<file path="config.mk">
export PLATFORM = sky130hd
export DESIGN_NAME = multicycle_control_fsm
export DESIGN_NICKNAME = d
export VERILOG_FILES = /design/src/rtl/multicycle_control_fsm.sv
export SDC_FILE = /design/constraint.sdc
export NUM_CORES = 1
export LEC_CHECK = 0
export ABC_AREA = 1
export CAP_MARGIN = 10
export CORE_AREA = 5 5 42 44
export CTS_BUF_LIST = sky130_fd_sc_hd__clkbuf_4
export CTS_CLUSTER_DIAMETER = 200
export DETAILED_ROUTE_END_ITERATION = 8
export DIE_AREA = 0 0 47 49
export DONT_BUFFER_PORTS = 1
export SLEW_MARGIN = 10
export SYNTH_ARGS = -nofsm -noshare
export SYNTH_HDL_FRONTEND = slang
export SYNTH_SLANG_ARGS = --single-unit
</file>
<file path="constraint.sdc">
create_clock -name clk -period 1.9 [get_ports clk]
set_clock_uncertainty 0.15 [all_clocks]
set_input_delay 0.38 -clock clk [delete_from_list [all_inputs] [get_ports clk]]
set_output_delay 0.38 -clock clk [all_outputs]
set_load 0.005 [all_outputs]
</file>
<file path="src/rtl/multicycle_control_fsm.sv">
// Main control FSM for the multi-cycle ARM-subset processor.
// Sequences the shared ALU, memory port and register file through
// FETCH/DECODE/EXECUTE/MEM/WB steps and decodes op/funct into ALU control.
// Outputs are decoded from the current state and the held instruction fields
// within the same cycle, so the datapath muxes see them without delay.
// Build option: define MULTICYCLE_CTRL_CMP_EN to decode cmd 1010 as CMP
// (SUB with NZCV flag write and no register writeback).
module multicycle_control_fsm #(
    parameter logic [3:0]  PC_REG  = 4'd15,
    parameter int unsigned STATE_W = 4
) (
    input  logic               clk,
    input  logic               reset,
    input  logic [1:0]         op,
    input  logic [5:0]         funct,
    input  logic [3:0]         rd,
    input  logic               cond_ex,
    input  logic               mem_ready,
    output logic               pc_write,
    output logic               ir_write,
    output logic               mem_write,
    output logic               reg_write,
    output logic               adr_src,
    output logic [1:0]         alu_src_a,
    output logic [1:0]         alu_src_b,
    output logic [1:0]         result_src,
    output logic [3:0]         alu_control,
    output logic [1:0]         flag_w,
    output logic [STATE_W-1:0] dbg_state
);

    localparam int unsigned ALU_W  = 4;
    localparam int unsigned FLAG_W = 2;

    // ALU operation codes
    localparam logic [ALU_W-1:0] ALU_ADD = 4'b0000;
    localparam logic [ALU_W-1:0] ALU_SUB = 4'b0001;
    localparam logic [ALU_W-1:0] ALU_MOV = 4'b0010;
    localparam logic [ALU_W-1:0] ALU_AND = 4'b0100;
    localparam logic [ALU_W-1:0] ALU_ORR = 4'b0101;
    localparam logic [ALU_W-1:0] ALU_BAD = 4'b1010;

    // Data-processing command field values
    localparam logic [3:0] CMD_AND = 4'b0000;
    localparam logic [3:0] CMD_SUB = 4'b0010;
    localparam logic [3:0] CMD_ADD = 4'b0100;
    localparam logic [3:0] CMD_ORR = 4'b1100;
    localparam logic [3:0] CMD_MOV = 4'b1101;
`ifdef MULTICYCLE_CTRL_CMP_EN
    localparam logic [3:0] CMD_CMP = 4'b1010;
`endif

    // Flag write enables: [1]=NZ, [0]=CV
    localparam logic [FLAG_W-1:0] FLAG_NONE = 2'b00;
    localparam logic [FLAG_W-1:0] FLAG_NZ   = 2'b10;
    localparam logic [FLAG_W-1:0] FLAG_ALL  = 2'b11;

    // Datapath mux selects
    localparam logic [1:0] SRC_A_REG    = 2'b00;
    localparam logic [1:0] SRC_A_PC     = 2'b01;
    localparam logic [1:0] SRC_A_ALUOUT = 2'b10;
    localparam logic [1:0] SRC_B_REG    = 2'b00;
    localparam logic [1:0] SRC_B_IMM    = 2'b01;
    localparam logic [1:0] SRC_B_FOUR   = 2'b10;
    localparam logic [1:0] RES_ALUOUT   = 2'b00;
    localparam logic [1:0] RES_DATA     = 2'b01;
    localparam logic [1:0] RES_ALU      = 2'b10;

    // Instruction class encodings on op
    localparam logic [1:0] OP_DP  = 2'b00;
    localparam logic [1:0] OP_MEM = 2'b01;
    localparam logic [1:0] OP_BR  = 2'b10;

    typedef enum logic [STATE_W-1:0] {
        S_FETCH  = STATE_W'(0),
        S_DECODE = STATE_W'(1),
        S_EXECR  = STATE_W'(2),
        S_EXECI  = STATE_W'(3),
        S_ALUWB  = STATE_W'(4),
        S_MEMADR = STATE_W'(5),
        S_MEMRD  = STATE_W'(6),
        S_MEMWB  = STATE_W'(7),
        S_MEMWR  = STATE_W'(8),
        S_BRANCH = STATE_W'(9)
    } state_t;

    state_t state;
    state_t state_next;

    logic [3:0] cmd;
    logic       imm_bit;
    logic       s_bit;
    logic       pc_dest;

    logic [ALU_W-1:0]  cmd_alu;
    logic [FLAG_W-1:0] cmd_flags;
    logic              cmd_valid;
    logic              cmd_cmp;

    logic              pc_w_raw;
    logic              ir_w_raw;
    logic              mem_w_raw;
    logic              reg_w_raw;
    logic [FLAG_W-1:0] fw_raw;

    // Instruction field views; funct[0] is S for data-proc and L for memory
    assign cmd     = funct[4:1];
    assign imm_bit = funct[5];
    assign s_bit   = funct[0];
    assign pc_dest = (rd == PC_REG);

    // Data-processing command decode, shared by the execute and writeback steps
    always_comb begin
        cmd_alu   = ALU_BAD;
        cmd_flags = FLAG_NONE;
        cmd_valid = 1'b0;
        cmd_cmp   = 1'b0;
        case (cmd)
            CMD_ADD: begin
                cmd_alu   = ALU_ADD;
                cmd_flags = s_bit ? FLAG_ALL : FLAG_NONE;
                cmd_valid = 1'b1;
            end
            CMD_SUB: begin
                cmd_alu   = ALU_SUB;
                cmd_flags = s_bit ? FLAG_ALL : FLAG_NONE;
                cmd_valid = 1'b1;
            end
            CMD_AND: begin
                cmd_alu   = ALU_AND;
                cmd_flags = s_bit ? FLAG_NZ : FLAG_NONE;
                cmd_valid = 1'b1;
            end
            CMD_ORR: begin
                cmd_alu   = ALU_ORR;
                cmd_flags = s_bit ? FLAG_NZ : FLAG_NONE;
                cmd_valid = 1'b1;
            end
            CMD_MOV: begin
                cmd_alu   = ALU_MOV;
                cmd_flags = s_bit ? FLAG_NZ : FLAG_NONE;
                cmd_valid = 1'b1;
            end
`ifdef MULTICYCLE_CTRL_CMP_EN
            CMD_CMP: begin
                cmd_alu   = ALU_SUB;
                cmd_flags = FLAG_ALL;
                cmd_valid = 1'b1;
                cmd_cmp   = 1'b1;
            end
`endif
            default: begin
                cmd_alu   = ALU_BAD;
                cmd_flags = FLAG_NONE;
                cmd_valid = 1'b0;
            end
        endcase
    end

    // State register; a synchronous reset abandons any instruction in flight
    always_ff @(posedge clk) begin
        if (reset) begin
            state <= S_FETCH;
        end else begin
            state <= state_next;
        end
    end

    // Next-state sequencing, including memory wait holds
    always_comb begin
        state_next = S_FETCH;
        case (state)
            S_FETCH:  state_next = mem_ready ? S_DECODE : S_FETCH;
            S_DECODE: begin
                case (op)
                    OP_DP:   state_next = imm_bit ? S_EXECI : S_EXECR;
                    OP_MEM:  state_next = S_MEMADR;
                    OP_BR:   state_next = S_BRANCH;
                    default: state_next = S_FETCH;
                endcase
            end
            S_EXECR,
            S_EXECI:  state_next = cmd_cmp ? S_FETCH : S_ALUWB;
            S_ALUWB:  state_next = S_FETCH;
            S_MEMADR: state_next = s_bit ? S_MEMRD : S_MEMWR;
            S_MEMRD:  state_next = mem_ready ? S_MEMWB : S_MEMRD;
            S_MEMWB:  state_next = S_FETCH;
            S_MEMWR:  state_next = mem_ready ? S_FETCH : S_MEMWR;
            S_BRANCH: state_next = S_FETCH;
            default:  state_next = S_FETCH;
        endcase
    end

    // Per-state datapath controls and ungated write strobes
    always_comb begin
        pc_w_raw    = 1'b0;
        ir_w_raw    = 1'b0;
        mem_w_raw   = 1'b0;
        reg_w_raw   = 1'b0;
        fw_raw      = FLAG_NONE;
        adr_src     = 1'b0;
        alu_src_a   = SRC_A_REG;
        alu_src_b   = SRC_B_REG;
        result_src  = RES_ALUOUT;
        alu_control = ALU_ADD;
        case (state)
            S_FETCH: begin
                alu_src_a  = SRC_A_PC;
                alu_src_b  = SRC_B_FOUR;
                result_src = RES_ALU;
                pc_w_raw   = mem_ready;
                ir_w_raw   = mem_ready;
            end
            S_DECODE: begin
                alu_src_a = SRC_A_PC;
                alu_src_b = SRC_B_FOUR;
            end
            S_EXECR: begin
                alu_control = cmd_alu;
                fw_raw      = cond_ex ? cmd_flags : FLAG_NONE;
            end
            S_EXECI: begin
                alu_src_b   = SRC_B_IMM;
                alu_control = cmd_alu;
                fw_raw      = cond_ex ? cmd_flags : FLAG_NONE;
            end
            S_ALUWB: begin
                reg_w_raw = cond_ex & cmd_valid;
                pc_w_raw  = cond_ex & cmd_valid & pc_dest;
            end
            S_MEMADR: begin
                alu_src_b = SRC_B_IMM;
            end
            S_MEMRD: begin
                adr_src = 1'b1;
            end
            S_MEMWB: begin
                result_src = RES_DATA;
                reg_w_raw  = cond_ex;
                pc_w_raw   = cond_ex & pc_dest;
            end
            S_MEMWR: begin
                adr_src   = 1'b1;
                mem_w_raw = cond_ex;
            end
            S_BRANCH: begin
                alu_src_a  = SRC_A_ALUOUT;
                alu_src_b  = SRC_B_IMM;
                result_src = RES_ALU;
                pc_w_raw   = cond_ex;
            end
            default: begin
                adr_src = 1'b0;
            end
        endcase
    end

    // No architectural write may escape while reset is held
    assign pc_write  = pc_w_raw  & ~reset;
    assign ir_write  = ir_w_raw  & ~reset;
    assign mem_write = mem_w_raw & ~reset;
    assign reg_write = reg_w_raw & ~reset;
    assign flag_w    = reset ? FLAG_NONE : fw_raw;
    assign dbg_state = state;

endmodule

</file>
-- After elaboration in Yosys (flattened, before gate mapping)
Index checks and enable logic that the tools add are counted.
- mux-type cells: 24
- bitwise operators: 8
- equality and inequality tests: 16
- reduce and logical (&&, ||, !) cells: 11
- operators by type and width (operator ; number):
    $pmux W4 S6 ; 1
    $eq A4 B3 Y1 const B ; 5
    $eq A4 B4 Y1 const B ; 5
    $pmux W4 S5 ; 1
    $pmux W2 S2 ; 4
    $eq A4 B2 Y1 const B ; 3
    $mux W4 ; 3
    $pmux W4 S3 ; 1
    $mux W2 ; 5
    $reduce_or A2 Y1 ; 5
    $logic_not A4 Y1 ; 2
    $and A1 B1 Y1 ; 7
    $mux W1 ; 7
    $reduce_or A3 Y1 ; 2
    $reduce_or A5 Y1 ; 1
    $eq A4 B1 Y1 const B ; 1
    $pmux W1 S4 ; 1
    $eq A2 B1 Y1 const B ; 1
    $eq A2 B2 Y1 const B ; 1
    $logic_not A2 Y1 ; 1
    $pmux W1 S2 ; 1
    $not A1 Y1 ; 1
- output and inout port bits: 21
- logic and storage cells: 60
- register bits after elaboration: 4
- input port bits: 16

-- Logic depth before layout (Yosys ltp)
- depth after elaboration: 7
- gate-level depth with buffers: 8
- mapped depth without buffers: 8

-- Worst setup path before layout
Ideal clock, no wire load.
- kind: flip-flop to output port
- start: reg state[1], in the netlist dbg_state[1]
- end: out pc_write
- path buffers: 1
- stages on the path, launching flop included: 9
- slack: 0.344 ns
- data required time: 1.370 ns
- data arrival time: 1.026 ns
- cell sequence: dfxtp_1 > buf_6 > nand2_1 > inv_2 > nand2_2 > nand2_1 > and2_1 > nand2_1 > a21oi_2
- cells in the longest elaborated chain, start to end: 3
- elaborated cells on any way between the ends: 6
- classes of those cells: eq/ne (3); mux (1); bitwise (1); reduce/logical (1)
- RTL lines (element ; line ; source):
    start: declaration ; 87 ; state_t state;
    start signal: assignment ; 165 ; state <= state_next;
    $eq A4 B4 Y1, or another cell as far along ; 206 ; case (state)
    $pmux W1 S4 * ; 206 ;
    $and A1 B1 Y1 * ; 259 ; assign pc_write = pc_w_raw & ~reset;
    end: declaration ; 19 ; output logic pc_write,
Every way passes the cells marked *; elsewhere a longest branch is shown, timed or not.

-- Worst setup path after layout
- start: reg state[2], in the netlist dbg_state[2]
- end: out pc_write
The elaborated chain is that of the path after synthesis.

==> results.md <==
* Worst setup endpoint: pc_write
* Top sig layer: met4
* Gpl congestion at 0.799
* Synth cell types at 23
* Post-synth EDFFs at 0
* Setup TNS at 0 ns
* Initial antenna violation count at 0
* Crit end category: output port
* R2r worst-path depth at 7
* Detailed Route Iter0 Violations at 9
* Die W at 47 um
* Top Ports at 37
* Syn avg cell area at 5.77 um2
* Seq/Total Area, Yosys at 13.3%
* Met1 WL at about 560 um
* Dominant cell type by area after synthesis: nand2_1
* WL met3 at 184 um
* Peak VDD IR at between 0.2 and 0.3 mV
* Synthesized area at 601 um2
* Initial core utilization at 42.9%
* Max cap viols at 0
* Post-synthesis instance total at 104
* Rows at 14
* Worst Path Max Fanout at 3
* CTS clock-pin slew for the worst setup and hold paths at 0.04 ns
* Final instance area at 699 um2
* Post-synth ARST share at 0%
* # clock sinks at 4
* Die H at 49 um
* DRC at 0
* Area contributors post-synth: nand2_1, dfxtp_1, inv_1
* Seq cells post-synth at 4
* Final WL at 1520 um
* Post-layout min period at 1.79 ns
* Syn-to-layout area delta at 16.5%
* Core area at 1400 um2
* Die Area at 2300 um2
* Routed len/inst at 11.9 um
* Port bufs at 0
* Overflow after GRT at 0
* Startpoint types: flop
* Via count at 648
* Drt via density at 5.06
* Ys Warns at 0
* CTS tree: yes
* Worst path arrival time at 1.26 ns
* CTS buffer count at 3
* Ys flop type: dfxtp_1
* Hpwl dp at 1310 um
* Pwr/cell area at approximately 410 nW/um2
* Relative slew slack at 83.3%
* Pin count of the biggest net entering global routing at 9
* Count leader, synth: nand2_1
* Period utilisation layout at 94.3%
* Clk Latency, worst-skew pair at 0.23 ns
* Worst Path Required at around 1.4 ns
* LEAKAGE at ~0.00040 uW
* Clk buf depth at 2
* Max reg flops at 4
* Achievable Freq at 558 MHz
* Reg2Reg Capture Point: dbg_state[0]$_SDFF_PP0_
* RSZ-0062 raised after global routing: false
* First-pass GRT wire length at 2420 um
* Worst reg2reg setup slack at 0.53 ns
* Nets@finish at 134
* Crit path kind: reg2out
* R2r startpoint: dbg_state[3]$_SDFF_PP0_
* Outcome: finished, final reports clean
* Cell Area, Placed at 624 um2
* Synth cell count leaders: nand2_1, inv_1, nor2_1
* Antenna Nets Post-Route at 0
* H-tree lvl count at 1
* Fillers at 165
* N_diodes at 0
* Top cell type's share of synthesized area at 15.0%
* Worst setup path start: dbg_state[2]$_SDFF_PP0_
* Tot GR Track Use at 13.7%
* Final setup viols at 0
* Max-slew violations at 0
* Wire length on met2 at 761 um
* First-pass DRT Iterations at 4
* Worst Tran Pin Value at between 0.2 and 0.25 ns
* Mapped Nets at 124
* Vias in the first global route at 605
* Root Buffer: clkbuf_4
* Layout cell share with drive strength beyond 1 at 25.9%
* Type of the worst min-delay path: in2reg
* Final hold vios at 0
power by group:
part	total, uW	switching (uW)	internal (uW)	leakage, uW
combinational	89.1	55.1	34.0	0.000352
sequential	94.9	7.95	86.9	0.0000353
clock	103	32.8	70.5	0.0000138
total	287	95.9	191	0.000401
stage by stage:
stage	cells	hold slack (ns)	setup slack, ns	util, %	total power (uW)
after floorplan	104	0.299	0.344	-	164
after global placement	121	0.304	0.188	44.6	178
after detailed placement	121	0.306	0.146	44.6	179
after CTS	124	0.0601	0.00777	46.3	284
after global routing	128	0.0553	0.00576	49.9	313
final	128	0.0578	0.108	49.9	287
layout by cell type (no fill, tap or decap), drive strengths merged:
| cell | n |
|---|---|
| nand3 | 8 |
| nand2 | 26 |
| o221ai | 1 |
| buf | 6 |
| inv | 24 |
| dfxtp | 4 |
| o21ai | 3 |
| ha | 4 |
| o211ai | 1 |
| nand4 | 1 |
| nor2 | 20 |
| and2 | 2 |
| a21oi | 6 |
| clkbuf | 3 |
| nor3 | 3 |
cell type report:
| type | instances | area [um2] | area share, % |
|---|---|---|---|
| multi-input cells | 75 | 429 | 61.4 |
| flip-flops and latches | 4 | 92.6 | 13.2 |
| inverters | 24 | 90.1 | 12.9 |
| repair buffers | 6 | 45.0 | 6.44 |
| clock buffers | 3 | 22.5 | 3.22 |
| well taps | 16 | 20.0 | 2.86 |
worst max-delay path, stage by stage, from the launching register on:
cell	delay (ns)
dfxtp_4	0.36
inv_2	0.07
nor2_4	0.13
nand2_2	0.07
nand2_1	0.07
and2_1	0.12
nand2_1	0.06
a21oi_2	0.14
cell families after synthesis:
logic type,synth area share (%)
buf+inv,16.9
flops,13.3
compound gates,11.5
fa+ha+maj,8.33
simple gates,50.0
worst min path at each step:
stage	from	endpoint	slack (ns)	cells past startpoint
finish	reset	dbg_state[2]$_SDFF_PP0_	0.06	1
global route	reset	dbg_state[0]$_SDFF_PP0_	0.06	1
CTS	reset	dbg_state[0]$_SDFF_PP0_	0.06	1
detailed placement	reset	dbg_state[2]$_SDFF_PP0_	0.31	1
global placement	reset	dbg_state[2]$_SDFF_PP0_	0.30	1
floorplan	reset	dbg_state[2]$_SDFF_PP0_	0.30	1
metal layers:
metal / GRT usage (%) / up-vias
li1: - / 333
met1: 14.5 / 289
met2: 23.3 / 24
met3: 5.90 / 2
met4: 4.61 / 0
met5: 0 / -
what timing repair did:
| item | CTS | global route |
|---|---|---|
| hold buffers | 0 | 0 |
| resized for setup | 2 | 7 |
| endpoints found under the setup margin | 4 | 4 |
| pin swaps | 0 | 2 |
| buffers inserted | 0 | 4 |
Note: power is estimated with default switching activity, not from simulation.
